**config.mk**
```make
export PLATFORM = sky130hd
export DESIGN_NAME = f_align_ctrl_flat
export DESIGN_NICKNAME = d
export VERILOG_FILES = /design/src/rtl/f_align_ctrl_if.sv /design/src/rtl/f_align_ctrl.sv /design/src/flat_wrapper.sv
export SDC_FILE = /design/constraint.sdc
export NUM_CORES = 1
export LEC_CHECK = 0
export CAP_MARGIN = 10
export CORE_UTILIZATION = 54
export DETAILED_ROUTE_END_ITERATION = 16
export PLACE_DENSITY = 0.85
export SYNTH_ARGS = -nofsm -noshare
export SYNTH_HDL_FRONTEND = slang
export SYNTH_SLANG_ARGS = --single-unit
```
**constraint.sdc**
```tcl
create_clock -name clk -period 4.82 [get_ports clk]
set_input_delay 0.482 -clock clk [delete_from_list [all_inputs] [get_ports clk]]
set_output_delay 0.482 -clock clk [all_outputs]
set_load 0.01 [all_outputs]
```
**src/rtl/f_align_ctrl_if.sv**
```systemverilog
// ---------------------------------------------------------------------------
// f_align_ctrl_if
// Bus bundle for the FP-adder operand-alignment sequencer.
//   Operand side : in_valid / in_ready handshake, a, b (binary32)
//   Result side  : out_valid / out_ready handshake, big_sign, small_sign,
//                  big_exp, big_mant, small_mant, swapped, special
// Modports:
//   master - the producer/consumer around the block (drives operands,
//            accepts results)
//   slave  - the alignment block itself
// ---------------------------------------------------------------------------
interface f_align_ctrl_if #(
  parameter int MANT_W = 27
);
  logic              in_valid;
  logic              in_ready;
  logic [31:0]       a;
  logic [31:0]       b;
  logic              out_valid;
  logic              out_ready;
  logic              big_sign;
  logic              small_sign;
  logic [7:0]        big_exp;
  logic [MANT_W-1:0] big_mant;
  logic [MANT_W-1:0] small_mant;
  logic              swapped;
  logic              special;

  modport master (
    output in_valid, a, b, out_ready,
    input  in_ready, out_valid, big_sign, small_sign, big_exp,
           big_mant, small_mant, swapped, special
  );

  modport slave (
    input  in_valid, a, b, out_ready,
    output in_ready, out_valid, big_sign, small_sign, big_exp,
           big_mant, small_mant, swapped, special
  );
endinterface

```
**src/rtl/f_align_ctrl.sv**
```systemverilog
// ---------------------------------------------------------------------------
// f_align_ctrl
// Multi-cycle operand-alignment sequencer for the FP adder. Takes two
// binary32 operands, picks the one with the larger effective exponent as
// "big", then right-shifts the small mantissa up to STEP bits per cycle,
// folding every bit shifted out into a sticky LSB. The aligned pair and the
// common exponent are then offered on the result handshake.
// Ports:
//   clk    in  clock, all state on rising edge
//   reset  in  synchronous active-high reset
//   bus    slave modport of f_align_ctrl_if:
//            in_valid/in_ready, a, b           operand handshake
//            out_valid/out_ready               result handshake
//            big_sign, small_sign, big_exp, big_mant, small_mant,
//            swapped (B was big), special (an exponent was 8'hFF)
// ---------------------------------------------------------------------------
module f_align_ctrl #(
  parameter int STEP   = 4,
  parameter int MANT_W = 27
) (
  input  logic           clk,
  input  logic           reset,
  f_align_ctrl_if.slave  bus
);

  typedef enum logic [1:0] {
    IDLE  = 2'd0,
    DIFF  = 2'd1,
    SHIFT = 2'd2,
    DONE  = 2'd3
  } state_t;

  localparam logic [8:0] STEP_C = 9'(STEP);
  localparam logic [8:0] MANT_C = 9'(MANT_W);

  state_t            state_r;
  state_t            state_n;

  logic [31:0]       a_r;
  logic [31:0]       b_r;
  logic [8:0]        rem_r;
  logic              out_valid_r;
  logic              big_sign_r;
  logic              small_sign_r;
  logic [7:0]        big_exp_r;
  logic [MANT_W-1:0] big_mant_r;
  logic [MANT_W-1:0] small_mant_r;
  logic              swapped_r;
  logic              special_r;

  logic              in_ready_s;
  logic [7:0]        ea_s;
  logic [7:0]        eb_s;
  logic [MANT_W-1:0] ma_s;
  logic [MANT_W-1:0] mb_s;
  logic [8:0]        a_minus_b_s;
  logic [8:0]        b_minus_a_s;
  logic              alessb_s;
  logic [8:0]        d_s;
  logic              special_s;
  logic [MANT_W-1:0] small_load_s;
  logic [MANT_W-1:0] big_load_s;
  logic [8:0]        k_s;
  logic [MANT_W-1:0] lost_mask_s;
  logic [MANT_W-1:0] shifted_s;
  logic              sticky_s;
  logic [MANT_W-1:0] small_next_s;

  assign in_ready_s = (state_r == IDLE) & ~reset;

  // Decode captured operands: effective exponents, mantissas, difference and swap.
  always_comb begin
    ea_s = a_r[30:23];
    eb_s = b_r[30:23];
    // Denormals/zero behave as exponent 1 with no hidden bit.
    if (a_r[30:23] == 8'd0) begin
      ea_s = 8'd1;
      ma_s = {1'b0, a_r[22:0], 3'b000};
    end else begin
      ma_s = {1'b1, a_r[22:0], 3'b000};
    end
    if (b_r[30:23] == 8'd0) begin
      eb_s = 8'd1;
      mb_s = {1'b0, b_r[22:0], 3'b000};
    end else begin
      mb_s = {1'b1, b_r[22:0], 3'b000};
    end
    // Both differences in parallel; the borrow bit of A-B selects direction.
    a_minus_b_s = {1'b0, ea_s} + ~{1'b0, eb_s} + 9'd1;
    b_minus_a_s = {1'b0, eb_s} + ~{1'b0, ea_s} + 9'd1;
    alessb_s    = a_minus_b_s[8];
    special_s   = (a_r[30:23] == 8'hFF) | (b_r[30:23] == 8'hFF);
    if (alessb_s) begin
      d_s          = b_minus_a_s;
      big_load_s   = mb_s;
      small_load_s = ma_s;
    end else begin
      d_s          = a_minus_b_s;
      big_load_s   = ma_s;
      small_load_s = mb_s;
    end
  end

  // One shift step: move by min(STEP, rem) and OR the dropped bits into bit 0.
  always_comb begin
    if (rem_r < STEP_C) begin
      k_s = rem_r;
    end else begin
      k_s = STEP_C;
    end
    lost_mask_s  = ~({MANT_W{1'b1}} << k_s);
    shifted_s    = small_mant_r >> k_s;
    sticky_s     = |(small_mant_r & lost_mask_s);
    small_next_s = {shifted_s[MANT_W-1:1], shifted_s[0] | sticky_s};
  end

  // State register.
  always_ff @(posedge clk) begin
    if (reset) begin
      state_r <= IDLE;
    end else begin
      state_r <= state_n;
    end
  end

  // Next-state logic.
  always_comb begin
    state_n = state_r;
    case (state_r)
      IDLE: begin
        if (bus.in_valid && in_ready_s) begin
          state_n = DIFF;
        end else begin
          state_n = IDLE;
        end
      end
      DIFF: begin
        if (special_s || (d_s >= MANT_C) || (d_s == 9'd0)) begin
          state_n = DONE;
        end else begin
          state_n = SHIFT;
        end
      end
      SHIFT: begin
        // The step that consumes the last remaining bits ends the shift.
        if (rem_r <= STEP_C) begin
          state_n = DONE;
        end else begin
          state_n = SHIFT;
        end
      end
      DONE: begin
        if (bus.out_ready) begin
          state_n = IDLE;
        end else begin
          state_n = DONE;
        end
      end
      default: state_n = IDLE;
    endcase
  end

  // Operand capture, alignment datapath and registered result outputs.
  always_ff @(posedge clk) begin
    if (reset) begin
      a_r          <= 32'd0;
      b_r          <= 32'd0;
      rem_r        <= 9'd0;
      out_valid_r  <= 1'b0;
      big_sign_r   <= 1'b0;
      small_sign_r <= 1'b0;
      big_exp_r    <= 8'd0;
      big_mant_r   <= {MANT_W{1'b0}};
      small_mant_r <= {MANT_W{1'b0}};
      swapped_r    <= 1'b0;
      special_r    <= 1'b0;
    end else begin
      out_valid_r <= (state_n == DONE);
      case (state_r)
        IDLE: begin
          if (bus.in_valid && in_ready_s) begin
            a_r <= bus.a;
            b_r <= bus.b;
          end
        end
        DIFF: begin
          rem_r      <= d_s;
          swapped_r  <= alessb_s;
          special_r  <= special_s;
          big_mant_r <= big_load_s;
          if (alessb_s) begin
            big_sign_r   <= b_r[31];
            small_sign_r <= a_r[31];
            big_exp_r    <= eb_s;
          end else begin
            big_sign_r   <= a_r[31];
            small_sign_r <= b_r[31];
            big_exp_r    <= ea_s;
          end
          // Special operands pass through unshifted; huge differences collapse to sticky.
          if (!special_s && (d_s >= MANT_C)) begin
            small_mant_r <= {{(MANT_W-1){1'b0}}, |small_load_s};
          end else begin
            small_mant_r <= small_load_s;
          end
        end
        SHIFT: begin
          small_mant_r <= small_next_s;
          rem_r        <= rem_r - k_s;
        end
        DONE: begin
          rem_r <= rem_r;
        end
        default: begin
          rem_r <= 9'd0;
        end
      endcase
    end
  end

  assign bus.in_ready   = in_ready_s;
  assign bus.out_valid  = out_valid_r;
  assign bus.big_sign   = big_sign_r;
  assign bus.small_sign = small_sign_r;
  assign bus.big_exp    = big_exp_r;
  assign bus.big_mant   = big_mant_r;
  assign bus.small_mant = small_mant_r;
  assign bus.swapped    = swapped_r;
  assign bus.special    = special_r;

endmodule

```
**src/flat_wrapper.sv**
```systemverilog
// flat-port wrapper written by rule: the top's interface ports become plain ports
module f_align_ctrl_flat 
#(
  parameter int STEP   = 4,
  parameter int MANT_W = 27
)
  (clk, reset, bus_in_valid, bus_a, bus_b, bus_out_ready, bus_in_ready, bus_out_valid, bus_big_sign, bus_small_sign, bus_big_exp, bus_big_mant, bus_small_mant, bus_swapped, bus_special);
  f_align_ctrl_if #(.MANT_W(MANT_W)) bus_i ();
  input  logic clk;
  input  logic reset;
  input wire logic [$bits(bus_i.in_valid)-1:0] bus_in_valid;
  input wire logic [$bits(bus_i.a)-1:0] bus_a;
  input wire logic [$bits(bus_i.b)-1:0] bus_b;
  input wire logic [$bits(bus_i.out_ready)-1:0] bus_out_ready;
  output wire logic [$bits(bus_i.in_ready)-1:0] bus_in_ready;
  output wire logic [$bits(bus_i.out_valid)-1:0] bus_out_valid;
  output wire logic [$bits(bus_i.big_sign)-1:0] bus_big_sign;
  output wire logic [$bits(bus_i.small_sign)-1:0] bus_small_sign;
  output wire logic [$bits(bus_i.big_exp)-1:0] bus_big_exp;
  output wire logic [$bits(bus_i.big_mant)-1:0] bus_big_mant;
  output wire logic [$bits(bus_i.small_mant)-1:0] bus_small_mant;
  output wire logic [$bits(bus_i.swapped)-1:0] bus_swapped;
  output wire logic [$bits(bus_i.special)-1:0] bus_special;
  assign bus_i.in_valid = bus_in_valid;
  assign bus_i.a = bus_a;
  assign bus_i.b = bus_b;
  assign bus_i.out_ready = bus_out_ready;
  assign bus_in_ready = bus_i.in_ready;
  assign bus_out_valid = bus_i.out_valid;
  assign bus_big_sign = bus_i.big_sign;
  assign bus_small_sign = bus_i.small_sign;
  assign bus_big_exp = bus_i.big_exp;
  assign bus_big_mant = bus_i.big_mant;
  assign bus_small_mant = bus_i.small_mant;
  assign bus_swapped = bus_i.swapped;
  assign bus_special = bus_i.special;
  f_align_ctrl #(.STEP(STEP), .MANT_W(MANT_W)) u_core (.clk(clk), .reset(reset), .bus(bus_i));
endmodule
```
### After elaboration in Yosys (flattened, before gate mapping)

Index checks and enable logic that the tools add are counted.

| storage, ports and cells | value |
|---|---|
| flip-flop bits (word level) | 142 |
| output and inout bits | 68 |

| cells by class | value |
|---|---|
| add/subtract/negate cells | 5 |
| magnitude comparators | 3 |
| eq/ne operators | 6 |
| shifts and indexed selects | 2 |
| muxes and demuxes | 19 |
| bitwise gates (word level) | 8 |
| reductions and logical operators | 13 |

Operators with widths:

| operator | count |
|---|---|
| $mux 27 | 5 |
| $pmux 27 s2 | 1 |
| $reduce_or 27->1 | 2 |
| $and 27x27->27 | 1 |
| $not 27->27 | 1 |
| $shl 27x9->27 const A | 1 |
| $shr 27x9->27 | 1 |
| $mux 8 | 3 |
| $add 8x9->9 | 2 |
| $add 9x1->9 const B | 2 |
| $mux 9 | 2 |
| $not 8->9 | 2 |
| $pmux 9 s2 | 1 |
| $eq 8x8->1 const B | 2 |
| $logic_not 8->1 | 2 |
| $ge 9x5->1 const B | 1 |
| $le 9x3->1 const B | 1 |
| $logic_not 9->1 | 1 |
| $lt 9x3->1 const B | 1 |
| $sub 9x9->9 | 1 |
| $pmux 2 s4 | 1 |
| $eq 2x2->1 const B | 3 |
| $mux 1 | 5 |
| $eq 2x1->1 const B | 1 |
| 10 further kinds | 13 |

### Logic depth before layout (Yosys ltp)

Gate-level depths: netlist of the first run.

| logic depth | value |
|---|---|
| word-level depth | 12 |
| depth in mapped cells | 18 |

### Least setup slack after synthesis of the first run

OpenSTA, ideal clock, no wires.

| timing | value |
|---|---|
| path type | reg-to-reg |
| from | register u_core.a_r[23] |
| to | register u_core.small_mant_r[14] (netlist: u_core.bus.small_mant[14]) |
| arrival | 3442 ps |
| setup slack | 1257 ps |
| cell stages (with the launch flop) | 17 |
| path buffers | 2 |
| cell sequence | dfxtp_1 or4_1 nor2_1 nor2_1 inv_1 ha_1 inv_1 fa_1 nand3_1 nand2_1 a221o_1 a311o_1 and4_1 buf_6 and2_4 buf_6 o311a_1 |

| on the way | value |
|---|---|
| cells in the longest elaborated chain, start to end | 10 |
| elaborated cells on any way between the ends | 16 |

Ends and longest elaborated chain:

| what | line | text |
|---|---|---|
| from (decl) | f_align_ctrl.sv:39 | `logic [31:0] a_r;` |
| from (signal assigned) | f_align_ctrl.sv:182 | `a_r <= bus.a;` |
| $logic_not 8->1 | f_align_ctrl.sv:76 | `if (a_r[30:23] == 8'd0) begin` |
| $mux 8 | f_align_ctrl.sv:76 |  |
| $not 8->9 | f_align_ctrl.sv:90 | `b_minus_a_s = {1'b0, eb_s} + ~{1'b0, ea_s} + 9'd1;` |
| $add 8x9->9 | f_align_ctrl.sv:90 |  |
| $add 9x1->9 | f_align_ctrl.sv:90 |  |
| $mux 9 | f_align_ctrl.sv:93 | `if (alessb_s) begin` |
| $ge 9x5->1 | f_align_ctrl.sv:201 | `if (!special_s && (d_s >= MANT_C)) begin` |
| $logic_and 1x1->1 | f_align_ctrl.sv:201 |  |
| $mux 27 * | f_align_ctrl.sv:201 |  |
| $pmux 27 s2 * | f_align_ctrl.sv:179 | `case (state_r)` |
| to (signal assigned) | f_align_ctrl.sv:202 | `small_mant_r <= {{(MANT_W-1){1'b0}}, \|small_load_s};` |
| to (signal assigned) | f_align_ctrl.sv:204 | `small_mant_r <= small_load_s;` |
| to (signal assigned) | f_align_ctrl.sv:208 | `small_mant_r <= small_next_s;` |
| to (decl) | f_align_ctrl.sv:47 | `logic [MANT_W-1:0] small_mant_r;` |

Mark *: on every way between the ends. The rest lies on a longest branch, timed or not.
A chain may end at the register's enable or synchronous reset.

### Worst setup path after layout of the first run

| timing | value |
|---|---|
| from | register u_core.b_r[24] |
| to | register u_core.small_mant_r[10] (netlist: u_core.bus.small_mant[10]) |

| on the way | value |
|---|---|
| cells in the longest elaborated chain, start to end | 10 |
| elaborated cells on any way between the ends | 16 |

Ends and longest elaborated chain:

| what | line | text |
|---|---|---|
| from (decl) | f_align_ctrl.sv:40 | `logic [31:0] b_r;` |
| from (signal assigned) | f_align_ctrl.sv:183 | `b_r <= bus.b;` |
| $logic_not 8->1 | f_align_ctrl.sv:82 | `if (b_r[30:23] == 8'd0) begin` |
| $mux 8 | f_align_ctrl.sv:82 |  |
| $not 8->9 | f_align_ctrl.sv:89 | `a_minus_b_s = {1'b0, ea_s} + ~{1'b0, eb_s} + 9'd1;` |
| $add 8x9->9 | f_align_ctrl.sv:89 |  |
| $add 9x1->9 | f_align_ctrl.sv:89 |  |
| $mux 9 | f_align_ctrl.sv:93 |  |
| $ge 9x5->1 | f_align_ctrl.sv:201 |  |
| $logic_and 1x1->1 | f_align_ctrl.sv:201 |  |
| $mux 27 * | f_align_ctrl.sv:201 |  |
| $pmux 27 s2 * | f_align_ctrl.sv:179 |  |

Marks and branches as above.

==> metrics.csv, run 1 <==
metric,value,unit
max_freq,0.254,GHz
power.combinational.fraction,43.1,%
routed-wl-met3,2370,um
synth_most_common_cell,nand2_1,
start_util,55.3,%
p_sw,0.00211,W
dr.pass1.iters,5,
post_drt_wl_per_cell,18.2,um
wl_met1,10400,um
grt_max_degree,130,
viasPerCell,6.17,
drt-initial-drc-count,1093,
ant_nets,0,
critPathSlowestCell,fa_1,
drv_cap,0,
crit_cells,14,
path_cells,nor4_1 > a21oi_1 > inv_1 > ha_1 > inv_1 > fa_1 > a31o_2 > a21boi_4 > mux2i_1 > xor2_1 > and4_1 > a211oi_2 > buf_4 > a2111oi_0,
clock-sinks,139,
cts_buffer_depth,2,
reg2reg_from,u_core.b_r[24]$_SDFFE_PP0P_,
synth_top_area_share,34.6,%
vias,7931,
core-area,14500,sq um
wl_met2,10300,um
crit_required,5.13,ns
arrival,4.25,ns
synth-seq-area-share,34.6,%
hold_path_class,flop to flop,
min_from,u_core.rem_r[7]$_SDFFE_PP0P_,
dp_hpwl,15900,um
post_cts.repair.setup_buffers,0,
wirelength,23400,um
hold_viol,0,
worst_path_largest_cell_delay,0.46,ns
async_flop_share,0,%
place.port_buffers,132,
synth_cells,1021,
cts_root_buf,clkbuf_16,
drcViolationCount,0,
grt_pass1_vias,6995,
final_area,9900,sq um
tns,0,ns
yosys.area.top_type,dfxtp_1,
synth_common_cells,"nand2_1 (190), dfxtp_1 (139), nor2_1 (102)",
tightestPinTransition,1.19,ns
cts_tree,yes,
p_leak,3.59,nW
cts.clk_slew.worst_paths,0.06,ns
crit_fanout,13,
endpoint_kind,flop,
finalClockSkew,0.00668,ns
reg2reg_depth,14,
clock_latency,0.42,ns
cts_buffers,17,
n_antenna_cell,0,
synthTopCellsByArea,"dfxtp_1 (35%), nand2_1 (8.9%), nor2_1 (4.8%), mux2i_1 (4.5%), o21ai_0 (4.4%)",
yosys_warnings,0,
ys.flop_type,dfxtp_1,
start_kind,flop,
die_area,15400,sq um
fin_crit,3.94,ns
layout-drive-gt1-share,6.53,%
clockPowerShare,25.9,%
io_pins,136,
p_int,0.00316,W
nets,1182,
final_util,68.1,%
die_y,124,um
cts_resized,0,
outcome,"finished, final reports clean",
highest-signal-layer,met4,
die_w,124,um
ir_drop,0.337,mV
postCtsHoldBufs,0,
ys_types,68,
cp-startpoint,u_core.b_r[24]$_SDFFE_PP0P_,
hold_depth,2,
rows,44,
synth_area,8040,sq um
grt_usage,31.4,%
setup_viol,0,
pwr-share-seq,30.9,%
nFillCells,1192,
antenna_found_initial,0,
cpMostUsedCell,inv_1,
htree_levels,4,
overflow,0,
cp_top_family,compound AO/OA/AOI/OAI gates,
period_share,81.8,%
swShare,40.0,%
syn_to_final_growth,23.3,%
dpl_cell_area,9280,sq um
maxSlewViolCount,0,
path_class,flop to flop,
relSlewSlack,20.8,%
power,0.00527,W
rsz0062_at_grt,no,
place_congestion,0.905,
synth_edf_count,0,
syn_area_per_cell,7.87,sq um
ys_seq_elements,139,
crit_buf_inv,3,
grt_first_pass_wirelength,37000,um
power.density,532,nW/um^2
cell type report:
class | count | area [sq um] | area share (%)
clock buffer | 23 | 488 | 4.93
clock inverter | 9 | 134 | 1.35
inverter | 28 | 105 | 1.06
multi-input combinational | 757 | 4740 | 47.9
sequential | 139 | 2780 | 28.1
tap | 184 | 230 | 2.32
timing repair buffer | 146 | 1420 | 14.4
state kept, by name, indices dropped and copies added (netlist names):
signal and cells:
u_core.bus.special 1, u_core.bus.out_valid 1, u_core.bus.big_mant 24, u_core.a_r 32
u_core.state_r 2, u_core.bus.swapped 1, u_core.rem_r 9, u_core.b_r 32
u_core.bus.big_exp 8, u_core.bus.big_sign 1, u_core.bus.small_sign 1, u_core.bus.small_mant 27
routing by layer:
metal	GRT usage (%)	vias to the layer above
met3	6.91	33
met2	45.9	469
li1	-	3734
met1	45.9	3695
met5	0	-
met4	9.60	0
power by group through the flow:
stage                     logic, W  clock network, W  registers (W)
final                      0.00227           0.00137        0.00163
after global routing       0.00247           0.00143        0.00165
after CTS                  0.00223           0.00137        0.00161
after detailed placement   0.00222                 0        0.00163
after global placement     0.00218                 0        0.00163
after floorplan            0.00158                 0        0.00158
per-stage QoR:
step	instances	setup slack, ns	hold WS, ns
5_1_grt	1286	0.607	0.474
3_3_place_gp	1254	1.08	0.445
4_1_cts	1286	0.894	0.462
6_report	1286	0.877	0.460
3_5_place_dp	1254	0.979	0.454
2_1_floorplan	1023	1.26	0.432
cells by family after synthesis:
kind of cell             count (synthesis)  share of synthesized area, %
XOR/XNOR                                10                          1.09
adder cells (fa/ha/maj)                 25                          4.08
multiplexers                            54                          8.97
buffers and inverters                  127                          6.56
other                                    2                        0.0935
flip-flops                             139                          34.6
AND/OR/NAND/NOR                        427                          24.1
AO/OA/AOI/OAI                          237                          20.5
path summary, 6_finish.rpt:
check                                                end  slack [ns]
setup / recovery  u_core.bus.small_mant[10]$_SDFFE_PP0P_        0.88
hold / removal              u_core.rem_r[7]$_SDFFE_PP0P_        0.46
setup reg to reg  u_core.bus.small_mant[10]$_SDFFE_PP0P_        0.88
hold reg to reg             u_core.rem_r[7]$_SDFFE_PP0P_        0.46
worst register-to-register path: cells and delay by family (launching register included):
kind | cells | cell delay [ns]
muxes | 1 | 0.28
buffers and inverters | 3 | 0.35
and+or+nand+nor | 2 | 0.76
xor gates and xnor gates | 1 | 0.22
adders and majority gates | 2 | 0.60
DFF | 1 | 0.38
AOI/OAI and AO/OA | 5 | 1.22
cells in the final DEF (no fill, tap or decap), types with 16 or more instances in the layout:
cell type,Yosys,routed
o21ai_0,71,71
inv_1,26,26
nor2_1,102,102
a311oi_1,38,38
nand3_1,18,18
o31ai_1,16,16
clkbuf_16,0,17
a21oi_1,28,28
dfxtp_1,139,139
nor4_1,23,23
clkdlybuf4s50_1,0,131
mux2i_1,36,36
nand2_1,190,190
nand2b_1,54,54
ha_1,23,22
Power figures use the tool's default switching activity.
==> run 2, diff against run 1 <==
==> constraint.sdc (replaced) <==
create_clock -name clk -period 3.8 [get_ports clk]
set_input_delay 0.38 -clock clk [delete_from_list [all_inputs] [get_ports clk]]
set_output_delay 0.38 -clock clk [all_outputs]
set_load 0.01 [all_outputs]
==> metrics.csv, run 2 (synthesis gave the netlist of run 1 again) <==
metric,value,unit,change
clockPowerShare,26.4,%,+0.5 points
cts_tree,yes,,
antenna_found_initial,0,,unchanged
start_util,55.3,%,unchanged
overflow,0,,unchanged
drcViolationCount,0,,unchanged
tns,0,ns,unchanged
power,0.00695,W,+32%
p_sw,0.00276,W,+31%
viasPerCell,6.27,,+1.7%
grt_max_degree,130,,unchanged
tightestPinTransition,0.869,ns,-0.319 ns
io_pins,136,,unchanged
cpMostUsedCell,inv_1,,
period_share,97.6,%,+16 points
htree_levels,4,,unchanged
drv_cap,0,,unchanged
crit_fanout,8,,-5
finalClockSkew,0.00860,ns,+0.00192 ns
worst_path_largest_cell_delay,0.46,ns,about the same
endpoint_kind,flop,,
power.density,685,nW/um^2,+29%
wirelength,24300,um,+3.7%
nets,1202,,+1.7%
start_kind,flop,,
place_congestion,0.931,,+2.9%
syn_to_final_growth,26.2,%,
cts_buffer_depth,2,,unchanged
maxSlewViolCount,0,,unchanged
n_antenna_cell,0,,unchanged
crit_buf_inv,3,,unchanged
p_leak,3.71,nW,+3.2%
cts_root_buf,clkbuf_16,,
max_freq,0.270,GHz,+6.4%
arrival,4.02,ns,-0.23 ns
clock-sinks,139,,unchanged
path_class,flop to flop,,
ir_drop,0.447,mV,+33%
pwr-share-seq,29.9,%,-1.0 points
grt_pass1_vias,7356,,+5.2%
place.port_buffers,132,,unchanged
core-area,14500,sq um,unchanged
p_int,0.00419,W,+33%
fin_crit,3.71,ns,-0.235 ns
hold_path_class,input pin to flop,,
clock_latency,0.43,ns,about the same
rows,44,,unchanged
dp_hpwl,16500,um,+3.6%
hold_viol,0,,unchanged
power.combinational.fraction,43.8,%,+0.7 points
cp_top_family,compound AO/OA/AOI/OAI gates,,
grt_first_pass_wirelength,38500,um,+4.1%
layout-drive-gt1-share,9.00,%,+2.5 points
crit_required,4.11,ns,-1.02 ns
nFillCells,1126,,-5.5%
dr.pass1.iters,6,,+1
die_area,15400,sq um,unchanged
relSlewSlack,42.0,%,+21 points
setup_viol,0,,unchanged
vias,8190,,+3.3%
die_w,124,um,unchanged
final_cell_mix,"nand2_1 (190), dfxtp_1 (138), clkdlybuf4s50_1 (131), nor2_1 (100), o21ai_0 (71)",,
ant_nets,0,,unchanged
critPathSlowestCell,fa_1,,
drt-initial-drc-count,1091,,-0.18%
die_y,124,um,unchanged
grt_usage,32.6,%,+1.2 points
dpl_cell_area,9390,sq um,+1.2%
post_drt_wl_per_cell,18.6,um,+2.1%
swShare,39.7,%,-0.32 points
final_common_cell,nand2_1,,
final_area,10100,sq um,+2.4%
cts.clk_slew.worst_paths,0.06,ns,about the same
path_cells,nor4_2 > a21oi_1 > inv_1 > ha_1 > inv_1 > fa_1 > a31o_2 > a21boi_4 > buf_4 > a311oi_1 > a311o_1 > and4_2 > and2_4 > o311a_1,,
outcome,"finished, final reports clean",,
rsz0062_at_grt,no,,
cts_buffers,17,,unchanged
==> run 2: cell count changes in the layout (fill, tap and decap cells not counted), moves of 2 or more <==
cell       delta
buf_4        +18
clkbuf_8      -4
bufinv_16     +2
clkinv_4      +2
nor2_1        -2
nor4_1        -2
==> run 2: worst paths after layout <==
kind	startpoint	endpoint	slack [ns]	cells after the start
worst max-delay path	u_core.b_r[23]$_SDFFE_PP0P_	u_core.bus.small_mant[15]$_SDFFE_PP0P_	0.09	14
worst min-delay path	reset	u_core.bus.small_mant[2]$_SDFFE_PP0P_	0.42	2
worst max register to register	u_core.b_r[23]$_SDFFE_PP0P_	u_core.bus.small_mant[15]$_SDFFE_PP0P_	0.09	14
worst min register to register	u_core.rem_r[7]$_SDFFE_PP0P_	u_core.rem_r[7]$_SDFFE_PP0P_	0.48	2
==> run 2: area by class of cell <==
| type | count | area, sq um | area share, % |
|---|---|---|---|
| sequential | 139 | 2780 | 27.4 |
| clock buffer | 19 | 433 | 4.27 |
| tap | 184 | 230 | 2.27 |
| inverter | 28 | 105 | 1.04 |
| timing repair buffer | 166 | 1590 | 15.7 |
| clock inverter | 13 | 216 | 2.13 |
| multi-input combinational | 757 | 4780 | 47.2 |
==> run 2: per-stage QoR <==
| stage | hold WS (ns) | instances | setup slack, ns | util (%) |
|---|---|---|---|---|
| 2_1_floorplan | 0.432 | 1023 | 0.237 | - |
| 3_3_place_gp | 0.453 | 1267 | 0.151 | 64.6 |
| 3_5_place_dp | 0.459 | 1267 | 0.0563 | 64.6 |
| 4_1_cts | 0.397 | 1304 | 0.0351 | 69.4 |
| 5_1_grt | 0.433 | 1306 | 0.00108 | 69.8 |
| 6_report | 0.418 | 1306 | 0.0930 | 69.8 |
==> run 2: layer usage <==
metal | global-route usage [%] | share of wire [%] | vias up
li1 | - | - | 3784
met1 | 46.6 | 42 | 3771
met2 | 48.2 | 44 | 571
met3 | 6.87 | 11 | 64
met4 | 12.2 | 2.7 | 0
met5 | 0 | 0 | -
==> run 2: what timing repair did <==
action	in CTS	in global routing
buffers inserted	5	2
hold buffers	0	0
resized for setup	1	12
pin swaps	1	3
setup endpoints to repair	18	23
==> run 2: power by group through the flow <==
stage / logic (W) / registers, W / clock network [W]
after floorplan: 0.00201 / 0.00201 / 0
after global placement: 0.00282 / 0.00206 / 0
after detailed placement: 0.00287 / 0.00207 / 0
after CTS: 0.00294 / 0.00205 / 0.00183
after global routing: 0.00330 / 0.00210 / 0.00191
final: 0.00304 / 0.00208 / 0.00183
